==> config.mk <==
export PLATFORM = sky130hd
export DESIGN_NAME = commu_fx_bridge
export DESIGN_NICKNAME = d
export VERILOG_FILES = /design/src/rtl/commu_fx_bridge.sv
export SDC_FILE = /design/constraint.sdc
export NUM_CORES = 1
export LEC_CHECK = 0
export BUFFER_PORTS_ARGS = -buffer_cell sky130_fd_sc_hd__buf_2
export CORE_UTILIZATION = 35
export DETAILED_ROUTE_END_ITERATION = 8
export GPL_ROUTABILITY_DRIVEN = 0
export PLACE_DENSITY = 0.53
export SYNTH_ARGS = -nofsm -noshare
export SYNTH_HDL_FRONTEND = slang
export SYNTH_SLANG_ARGS = --single-unit
==> constraint.sdc <==
create_clock -name clk_sys -period 2.4 [get_ports clk_sys]
set_clock_uncertainty 0.1 [all_clocks]
set_input_delay 0.48 -clock clk_sys [delete_from_list [all_inputs] [get_ports clk_sys]]
set_output_delay 0.48 -clock clk_sys [all_outputs]
set_load 0.05 [all_outputs]
==> src/rtl/commu_fx_bridge.sv <==
// UART byte-stream to fx-bus bridge: parses write/read command frames, issues a
// single fx access, and returns an ack byte or the read data to the transmitter.
module commu_fx_bridge #(
  parameter int ADDR_W     = 16,
  parameter int DATA_W     = 32,
  parameter int RD_LAT     = 2,
  parameter int TIMEOUT_US = 1000
) (
  input  logic              clk_sys,
  input  logic              rst,
  input  logic              pluse_us,
  input  logic [7:0]        rx_data,
  input  logic              rx_vld,
  output logic [7:0]        tx_data,
  output logic              tx_vld,
  input  logic              tx_rdy,
  output logic [ADDR_W-1:0] fx_waddr,
  output logic              fx_wr,
  output logic [DATA_W-1:0] fx_data,
  output logic              fx_rd,
  output logic [ADDR_W-1:0] fx_raddr,
  input  logic [DATA_W-1:0] fx_q,
  output logic              busy,
  output logic              frame_err,
  output logic              overrun
);
  // state  | meaning
  // IDLE   | waiting for a command byte
  // ADDR   | shifting in address bytes, MSB first
  // DATA   | shifting in write-data bytes, MSB first
  // WR     | one-cycle fx write strobe, ack byte loaded
  // RD     | one-cycle fx read strobe
  // RDWAIT | waiting RD_LAT cycles for fx_q
  // TX     | streaming the response bytes
  localparam int ADDR_BYTES = (ADDR_W + 7) / 8;
  localparam int DATA_BYTES = (DATA_W + 7) / 8;
  localparam int ASH_W      = 8 * ADDR_BYTES;
  localparam int DSH_W      = 8 * DATA_BYTES;
  localparam int TXB_W      = DSH_W + 8;

  localparam logic [7:0]  CMD_WR  = 8'h57;
  localparam logic [7:0]  CMD_RD  = 8'h52;
  localparam logic [7:0]  ACK     = 8'h4B;
  localparam logic [15:0] TO_LOAD = 16'(TIMEOUT_US);

  typedef enum logic [2:0] {IDLE, ADDR, DATA, WR, RD, RDWAIT, TX} state_t;

  state_t            state_q, state_d;
  logic              is_wr_q, is_wr_d;
  logic [3:0]        byte_cnt_q, byte_cnt_d;
  logic [15:0]       to_cnt_q, to_cnt_d;
  logic [2:0]        lat_cnt_q, lat_cnt_d;
  logic [ASH_W-1:0]  addr_sh_q, addr_sh_d;
  logic [DSH_W-1:0]  data_sh_q, data_sh_d;
  logic [TXB_W-1:0]  tx_buf_q, tx_buf_d;
  logic [3:0]        tx_left_q, tx_left_d;
  logic [ADDR_W-1:0] fx_waddr_q, fx_waddr_d;
  logic [ADDR_W-1:0] fx_raddr_q, fx_raddr_d;
  logic [DATA_W-1:0] fx_data_q, fx_data_d;
  logic              frame_err_q, frame_err_d;
  logic              overrun_q, overrun_d;
  logic [ASH_W-1:0]  addr_next;
  logic [DSH_W-1:0]  data_next;

  always_comb begin
    state_d     = state_q;
    is_wr_d     = is_wr_q;
    byte_cnt_d  = byte_cnt_q;
    to_cnt_d    = to_cnt_q;
    lat_cnt_d   = lat_cnt_q;
    addr_sh_d   = addr_sh_q;
    data_sh_d   = data_sh_q;
    tx_buf_d    = tx_buf_q;
    tx_left_d   = tx_left_q;
    fx_waddr_d  = fx_waddr_q;
    fx_raddr_d  = fx_raddr_q;
    fx_data_d   = fx_data_q;
    frame_err_d = 1'b0;
    overrun_d   = 1'b0;
    addr_next   = (addr_sh_q << 8) | ASH_W'(rx_data);
    data_next   = (data_sh_q << 8) | DSH_W'(rx_data);

    case (state_q)
      IDLE: begin
        if (rx_vld) begin
          if (rx_data == CMD_WR || rx_data == CMD_RD) begin
            is_wr_d    = (rx_data == CMD_WR);
            byte_cnt_d = 4'(ADDR_BYTES - 1);
            to_cnt_d   = TO_LOAD;
            state_d    = ADDR;
          end else begin
            frame_err_d = 1'b1;
          end
        end
      end
      ADDR, DATA: begin
        // An arriving byte always beats a simultaneous timeout tick.
        if (rx_vld) begin
          to_cnt_d   = TO_LOAD;
          byte_cnt_d = byte_cnt_q - 4'd1;
          if (state_q == ADDR) begin
            addr_sh_d = addr_next;
            if (byte_cnt_q == 4'd0) begin
              if (is_wr_q) begin
                byte_cnt_d = 4'(DATA_BYTES - 1);
                state_d    = DATA;
              end else begin
                fx_raddr_d = addr_next[ADDR_W-1:0];
                state_d    = RD;
              end
            end
          end else begin
            data_sh_d = data_next;
            if (byte_cnt_q == 4'd0) begin
              fx_waddr_d = addr_sh_q[ADDR_W-1:0];
              fx_data_d  = data_next[DATA_W-1:0];
              state_d    = WR;
            end
          end
        end else if (pluse_us) begin
          if (to_cnt_q == 16'd1) begin
            frame_err_d = 1'b1;
            state_d     = IDLE;
          end else begin
            to_cnt_d = to_cnt_q - 16'd1;
          end
        end
      end
      WR: begin
        tx_buf_d  = {ACK, {DSH_W{1'b0}}};
        tx_left_d = 4'd1;
        state_d   = TX;
      end
      RD: begin
        lat_cnt_d = 3'(RD_LAT - 1);
        state_d   = RDWAIT;
      end
      RDWAIT: begin
        if (lat_cnt_q == 3'd0) begin
          tx_buf_d  = {CMD_RD, DSH_W'(fx_q)};
          tx_left_d = 4'(DATA_BYTES + 1);
          state_d   = TX;
        end else begin
          lat_cnt_d = lat_cnt_q - 3'd1;
        end
      end
      TX: begin
        if (tx_rdy) begin
          if (tx_left_q == 4'd1) begin
            state_d = IDLE;
          end else begin
            tx_buf_d  = tx_buf_q << 8;
            tx_left_d = tx_left_q - 4'd1;
          end
        end
      end
      default: state_d = IDLE;
    endcase

    if (rx_vld && (state_q == WR || state_q == RD || state_q == RDWAIT || state_q == TX))
      overrun_d = 1'b1;
  end

  always_ff @(posedge clk_sys) begin
    if (rst) begin
      state_q     <= IDLE;
      is_wr_q     <= 1'b0;
      byte_cnt_q  <= '0;
      to_cnt_q    <= '0;
      lat_cnt_q   <= '0;
      addr_sh_q   <= '0;
      data_sh_q   <= '0;
      tx_buf_q    <= '0;
      tx_left_q   <= '0;
      fx_waddr_q  <= '0;
      fx_raddr_q  <= '0;
      fx_data_q   <= '0;
      frame_err_q <= 1'b0;
      overrun_q   <= 1'b0;
    end else begin
      state_q     <= state_d;
      is_wr_q     <= is_wr_d;
      byte_cnt_q  <= byte_cnt_d;
      to_cnt_q    <= to_cnt_d;
      lat_cnt_q   <= lat_cnt_d;
      addr_sh_q   <= addr_sh_d;
      data_sh_q   <= data_sh_d;
      tx_buf_q    <= tx_buf_d;
      tx_left_q   <= tx_left_d;
      fx_waddr_q  <= fx_waddr_d;
      fx_raddr_q  <= fx_raddr_d;
      fx_data_q   <= fx_data_d;
      frame_err_q <= frame_err_d;
      overrun_q   <= overrun_d;
    end
  end

  assign busy      = (state_q != IDLE);
  assign fx_wr     = (state_q == WR);
  assign fx_rd     = (state_q == RD);
  assign tx_vld    = (state_q == TX);
  assign tx_data   = tx_vld ? tx_buf_q[TXB_W-1 -: 8] : 8'h00;
  assign fx_waddr  = fx_waddr_q;
  assign fx_raddr  = fx_raddr_q;
  assign fx_data   = fx_data_q;
  assign frame_err = frame_err_q;
  assign overrun   = overrun_q;

endmodule

==> results of run 1 <==
## worst max-delay path, delay by kind of cell (launching register included)
kind,cells,cell delay [ns]
xor+xnor,1,0.14
compound gates,1,0.20
flops,1,0.32
simple gates,4,1.46
## kinds of logic (layout without fill, tap and decap cells)
kind of cell,after synthesis,after routing,share of synthesized area
adder cells (fa/ha/maj),8,8,0.0141
buffers and inverters,82,211,0.0439
multiplexers,2,2,0.00282
flip-flops,177,177,0.500
AND/OR/NAND/NOR,402,402,0.244
AO/OA/AOI/OAI,212,212,0.179
XOR/XNOR,13,13,0.0161
## worst paths after layout
kind | startpoint | end
min | fx_q[1] | tx_buf_q[1]$_SDFFE_PP0P_
min reg2reg | tx_buf_q[39]$_SDFFE_PP0P_ | tx_buf_q[39]$_SDFFE_PP0P_
max reg2reg | to_cnt_q[7]$_SDFFE_PP0P_ | to_cnt_q[14]$_SDFFE_PP0P_
max | to_cnt_q[7]$_SDFFE_PP0P_ | to_cnt_q[14]$_SDFFE_PP0P_
## final cells by class
class / count / area [µm²] / share of cell area
repair buffers: 165 / 1060 / 0.119
flip-flops and latches: 177 / 3550 / 0.399
inverters: 15 / 56.3 / 0.00632
clock inverters: 14 / 199 / 0.0223
clock buffers: 17 / 425 / 0.0477
multi-input cells: 637 / 3290 / 0.369
well taps: 265 / 332 / 0.0372
## synth_stat cells (all sizes together), types with 6 or more instances
cell type / number
a211oi: 11
a21oi: 137
a221oi: 26
and2: 10
buf: 6
clkbuf: 61
dfxtp: 177
ha: 8
inv: 14
nand2: 241
nand2b: 12
nand3: 13
nor2: 60
nor2b: 8
nor3: 34
o21ai: 11
or3: 6
xnor2: 12
## registers in the layout (all words and copies together) (netlist names)
register	flops
tx_buf_q	40
fx_data	32
data_sh_q	24
addr_sh_q	16
fx_raddr	16
fx_waddr	16
to_cnt_q	16
byte_cnt_q	4
tx_left_q	4
lat_cnt_q	3
state_q	3
frame_err	1
is_wr_q	1
overrun	1
## layer usage
layer  vias up  track usage  part of all wire
met5         -            0                 0
met3        16       0.0377             0.036
met1      2833        0.241              0.50
met4         0       0.0565             0.012
li1       3278            -                 -
met2       109        0.279              0.45
## power by group
group          internal (mW)  switching (mW)
Sequential              3.00          0.0707
Combinational          0.348           0.461
Clock                   1.76            1.20
## timing repair
item | 4_1_cts | 5_1_grt
resized for setup | 16 | 7
pin swaps | 0 | 1
endpoints found under the setup margin | 11 | 15
endpoints found under the hold margin | 0 | 0
## metrics by stage
step / power, mW / instances / cell area [µm²]
finish: 6.85 / 1290 / 8910
global route: 7.15 / 1290 / 8910
CTS: 6.89 / 1290 / 8880
detailed placement: 3.90 / 1259 / 8220
global placement: 3.91 / 1259 / 8220
floorplan: 3.64 / 896 / 7100
==> flow_summary.yaml, run 1 <==
outcome:
  outcome: "finished, final reports clean"
setup_path:
  arrival_ns: 2.55
  start_kind: "flop"
  ff2ff_setup_slack_ns: 0.07
  cp.required_ns: 2.62
  path_cells: "or4_4, or3_4, or4b_1, a211oi_2, xnor2_1, nor2_1"
  crit_slowest_cell: "or4_4"
  reg2reg_depth: 6
  cpPeakStageDelay_ns: 0.56
  cp_max_fo: 4
  cp-end-kind: "flop"
  crit_type: "flop to flop"
synth:
  synth-edff-count: 0
  ys_async_sr_fraction: 0
  syn_inst: 896
  synth_area_leaders: "dfxtp_1 (50%), nand2_1 (13%), a21oi_1 (9.7%)"
  yosysWarningCount: 0
  syn_area_mm2: 0.00709
  yosys_most_used_dff: "dfxtp_1"
  synth_seq_cells: 177
  synth-seq-area-share: 0.500
  synth_top_area_cell: "dfxtp_1"
  yosysUniqueCellTypes: 50
  synth.avg_cell_area_um2: 7.91
  synth_fp_nets: 949
  synth_top_area_frac: 0.500
sta:
  maxSlewHeadroom: 0.259
  setup_viol: 0
  slew_violations: 0
  rsz0062_at_grt: "no"
  setup_slack_ns: 0.0696
  fin_crit_ns: 2.33
  min_period_over_period: 0.971
  worst_pin_slew_ns: 1.10
  hold_violations: 0
  fmaxAchievable_mhz: 429
  fin_setup_tns_ns: 0
  finalHoldWorstSlack_ns: 0.205
floorplan:
  fp.dieH_um: 144
  die_x_um: 144
  initial_utilization: 0.361
  io_pins: 123
  design.die.area_mm2: 0.0208
  core-area_mm2: 0.0197
  rows: 51
layout:
  fin_nets: 1066
  fin_util: 0.453
  n_antenna_cell: 0
  nFillCells: 2091
  area_growth_pct: 25.7
  final_cell_mix: "nand2_1 (240), dfxtp_1 (174), a21oi_1 (137)"
  drive_gt1_frac: 0.208
  final_common_cell: "nand2_1"
power:
  powerDensity_mw_per_mm2: 768
  p_leak_nw: 3.45
  vdd_drop_max_mv: 0.431
global_routing:
  grt_pass1_wl_um: 29000
  grt_pass1_vias: 5697
  grt_usage: 0.177
  grt_max_degree: 73
  grt_antenna_before_repair: 0
  grt_overflow: 0
detailed_routing:
  via_per_inst: 4.83
  drt-total-wl_um: 18000
  ant_nets: 0
  drc: 0
  first_pass_iters: 4
  routedWlPerCell_um: 14.0
  num_vias: 6236
  drtIter0Drc: 366
worst_hold_path:
  holdCritPathClass: "input port to flop"
  min_path_cells: 3
cts:
  clock-root-buffer: "clkbuf_16"
  clock_sink_count: 177
  htreeDepth: 4
  worstSkewPairLatency_ns: 0.42
  path_clk_slew_ns: 0.07
  postCtsHoldBufs: 0
  cts_tree: "built"
  cts_max_path_buffers: 2
  numCtsBuffers: 17
  cts_setup_buffers: 0
placed_design:
  io_buffers: 122
  dp_worst_setup_slack_ns: -0.223
  dp_hpwl_um: 11600
flow_run:
  cap_violations: 0
(Power assumes the default switching activity.)
==> run 2: changes to the inputs <==
ABC_AREA = 1   (was not set)
==> run 2 against run 1 <==
  * Core utilization shrank 1.9 points
  * Clock-buffer cell count grew 2
  * Design area shrank 0.76%
  * Sequential power grew 9.1%
  * Flip-flop and latch count is the same
  * Combinational power grew to 3.0 times the previous value
  * Worst hold slack gained 0.0083 ns
  * Power grew 25%
  * Critical path type is now flop to primary output
  * Critical endpoint is now tx_data[1]
==> flow_summary.yaml, run 2 <==
floorplan:
  io_pins: 123
  rows: 52
  initial_utilization: 0.360
  core-area_mm2: 0.0204
  design.die.area_mm2: 0.0215
  die_x_um: 147
  fp.dieH_um: 147
setup_path:
  arrival_ns: 1.64
  start_kind: "flop"
  crit_slowest_cell: "dfxtp_1"
  reg2reg_depth: 9
  critPathLaunch: "state_q[1]$_SDFFE_PP0P_"
  ff2ff_setup_slack_ns: 0.40
  r2r-end: "tx_buf_q[39]$_SDFFE_PP0P_"
  crit_type: "flop to primary output"
  worstReg2RegStart: "state_q[0]$_SDFFE_PP0P_"
  path_cells: "nand3_1, buf_4, nor2_1, buf_2"
  cpPeakStageDelay_ns: 0.48
  cp-end-kind: "primary output"
  cp.depth: 4
  cp_num_buf_inv: 2
  cp_max_fo: 10
  cp.required_ns: 1.82
  cp_top_family: "flip-flops"
layout:
  final_cell_mix: "dfxtp_1 (177), nand2_1 (159), nor2_1 (137)"
  final_cells: 1382
  largest_register_ffs: 40
  final_common_cell: "dfxtp_1"
  fin_nets: 1151
  fin_util: 0.434
  top_register: "tx_buf_q"
  area_growth_pct: 20.7
  drive_gt1_frac: 0.177
cts:
  cts_max_path_buffers: 2
  path_clk_slew_ns: 0.07
  numCtsBuffers: 17
  htreeDepth: 4
  cts_resized: 0
  postCtsHoldBufs: 0
  worstSkewPairLatency_ns: 0.42
  cts_setup_buffers: 0
  cts_tree: "built"
  clock_sink_count: 177
  clock-root-buffer: "clkbuf_16"
sta:
  setup_slack_ns: 0.175
  setup_viol: 0
  maxSlewHeadroom: 0.593
  min_period_over_period: 0.927
  rsz0062_at_grt: "no"
  worst_pin_slew_ns: 0.610
  hold_violations: 0
  fmaxAchievable_mhz: 450
  fin_setup_tns_ns: 0
  fin_crit_ns: 2.22
  finalHoldWorstSlack_ns: 0.213
  slew_violations: 0
power:
  vdd_drop_max_mv: 0.530
  comb_power_share: 0.281
  pwr-share-seq: 0.392
  p_leak_nw: 3.81
  swShare: 0.359
  switching_power_mw: 3.07
  pwr-share-clk: 0.327
  powerDensity_mw_per_mm2: 967
  internal_power_mw: 5.48
synth:
  synth-edff-count: 0
  syn_inst: 993
  synth_top_area_cell: "dfxtp_1"
  netlist_top_cells_count: "dfxtp_1 (177), nand2_1 (159), nor2_1 (137), o21ai_0 (125), inv_1 (97)"
  yosysWarningCount: 0
  ys_async_sr_fraction: 0
  yosys_most_used_dff: "dfxtp_1"
  synth_area_leaders: "dfxtp_1 (48%), o21ai_0 (8.5%), nand2_1 (8.1%)"
  synth_fp_nets: 1046
  synth_seq_cells: 177
  yosysUniqueCellTypes: 34
  synth_top_area_frac: 0.484
  synth-seq-area-share: 0.484
  syn_area_mm2: 0.00733
  synth.avg_cell_area_um2: 7.38
  synth.most_common_cell: "dfxtp_1"
detailed_routing:
  drt-total-wl_um: 18400
  routedWlPerCell_um: 13.3
  num_vias: 6651
  first_pass_iters: 5
  drc: 0
  drtIter0Drc: 440
  ant_nets: 0
  via_per_inst: 4.81
global_routing:
  grt_max_degree: 60
  use_met3: 0.0328
  grt_util_met1: 0.246
  grt_antenna_before_repair: 2
  grt_usage: 0.177
  grt_pass1_wl_um: 30800
  grt_overflow: 0
  gr-usage-met2: 0.275
  grt_pass1_vias: 6100
  grt-busiest-layer: "met2"
worst_hold_path:
  holdCritPathClass: "input port to flop"
  min_path_cells: 3
  worstHoldEndpoint: "tx_buf_q[3]$_SDFFE_PP0P_"
  holdCritStartpoint: "fx_q[3]"
flow_run:
  cap_violations: 0
placed_design:
  io_buffers: 122
  dp_worst_setup_slack_ns: 0.333
  dp.cells: 1349
  dp_hpwl_um: 12700
outcome:
  outcome: "finished, final reports clean"
[run 2: cell types whose count changed after synthesis, moves of 13 or more]
cell | previous run | this run
a211oi_1 | 10 | 23
nor2_1 | 60 | 137
clkbuf_1 | 61 | 37
nand2_1 | 241 | 159
nand4_1 | 0 | 13
a21oi_1 | 137 | 93
inv_1 | 14 | 97
a31oi_1 | 2 | 28
a221oi_1 | 26 | 0
nor3_1 | 34 | 6
nand3_1 | 13 | 34
o21ai_0 | 10 | 125
[run 2: kinds of logic (layout without fill, tap and decap cells)]
group / after synthesis / in the layout / synth area share
AO/OA/AOI/OAI: 276 / 276 / 0.204
XOR/XNOR: 3 / 3 / 0.00359
buffers and inverters: 163 / 281 / 0.0900
AND/OR/NAND/NOR: 366 / 366 / 0.205
adder cells (fa/ha/maj): 8 / 8 / 0.0137
other: 0 / 1 / 0
flip-flops: 177 / 177 / 0.484
[run 2: metal layers]
metal	up-vias	wire (µm)
met2	140	8150
met3	19	811
li1	3487	-
met4	2	214
met5	-	13
met1	3003	9210
[run 2: cell type report]
cell class | instances | area, µm²
flip-flops and latches | 177 | 3540
repair buffers | 146 | 853
inverters | 103 | 387
well taps | 270 | 338
multi-input cells | 653 | 3130
clock buffers | 19 | 453
diodes | 1 | 2.50
clock inverters | 13 | 139
fillers | 2136 | 11500
[run 2: how the worst max path moves through the flow]
stage	endpoint	slack, ns
floorplan	lat_cnt_q[2]$_SDFFE_PP0P_	0.35
global placement	to_cnt_q[1]$_SDFFE_PP0P_	0.37
detailed placement	to_cnt_q[1]$_SDFFE_PP0P_	0.33
CTS	tx_data[1]	0.14
global route	fx_rd	0.08
finish	tx_data[1]	0.18
[run 2: worst min-delay path: stages]
cell and delay [ns]:
buf_2 0.09, nand3_1 0.07, a21oi_1 0.05
[run 2: per-stage QoR]
| stage | power, mW | cell area [µm²] |
|---|---|---|
| 4_1_cts | 8.64 | 8840 |
| 5_1_grt | 9.13 | 8840 |
| 3_5_place_dp | 5.83 | 8250 |
| 6_report | 8.55 | 8840 |
| 3_3_place_gp | 5.81 | 8250 |
| 2_1_floorplan | 5.21 | 7330 |
[run 2: power by group through the flow]
stage / Clock (mW) / Sequential, mW / Combinational, mW
global placement: 0 / 3.42 / 2.39
detailed placement: 0 / 3.42 / 2.41
finish: 2.79 / 3.35 / 2.41
global route: 2.99 / 3.39 / 2.75
CTS: 2.87 / 3.35 / 2.42
floorplan: 0 / 3.42 / 1.79
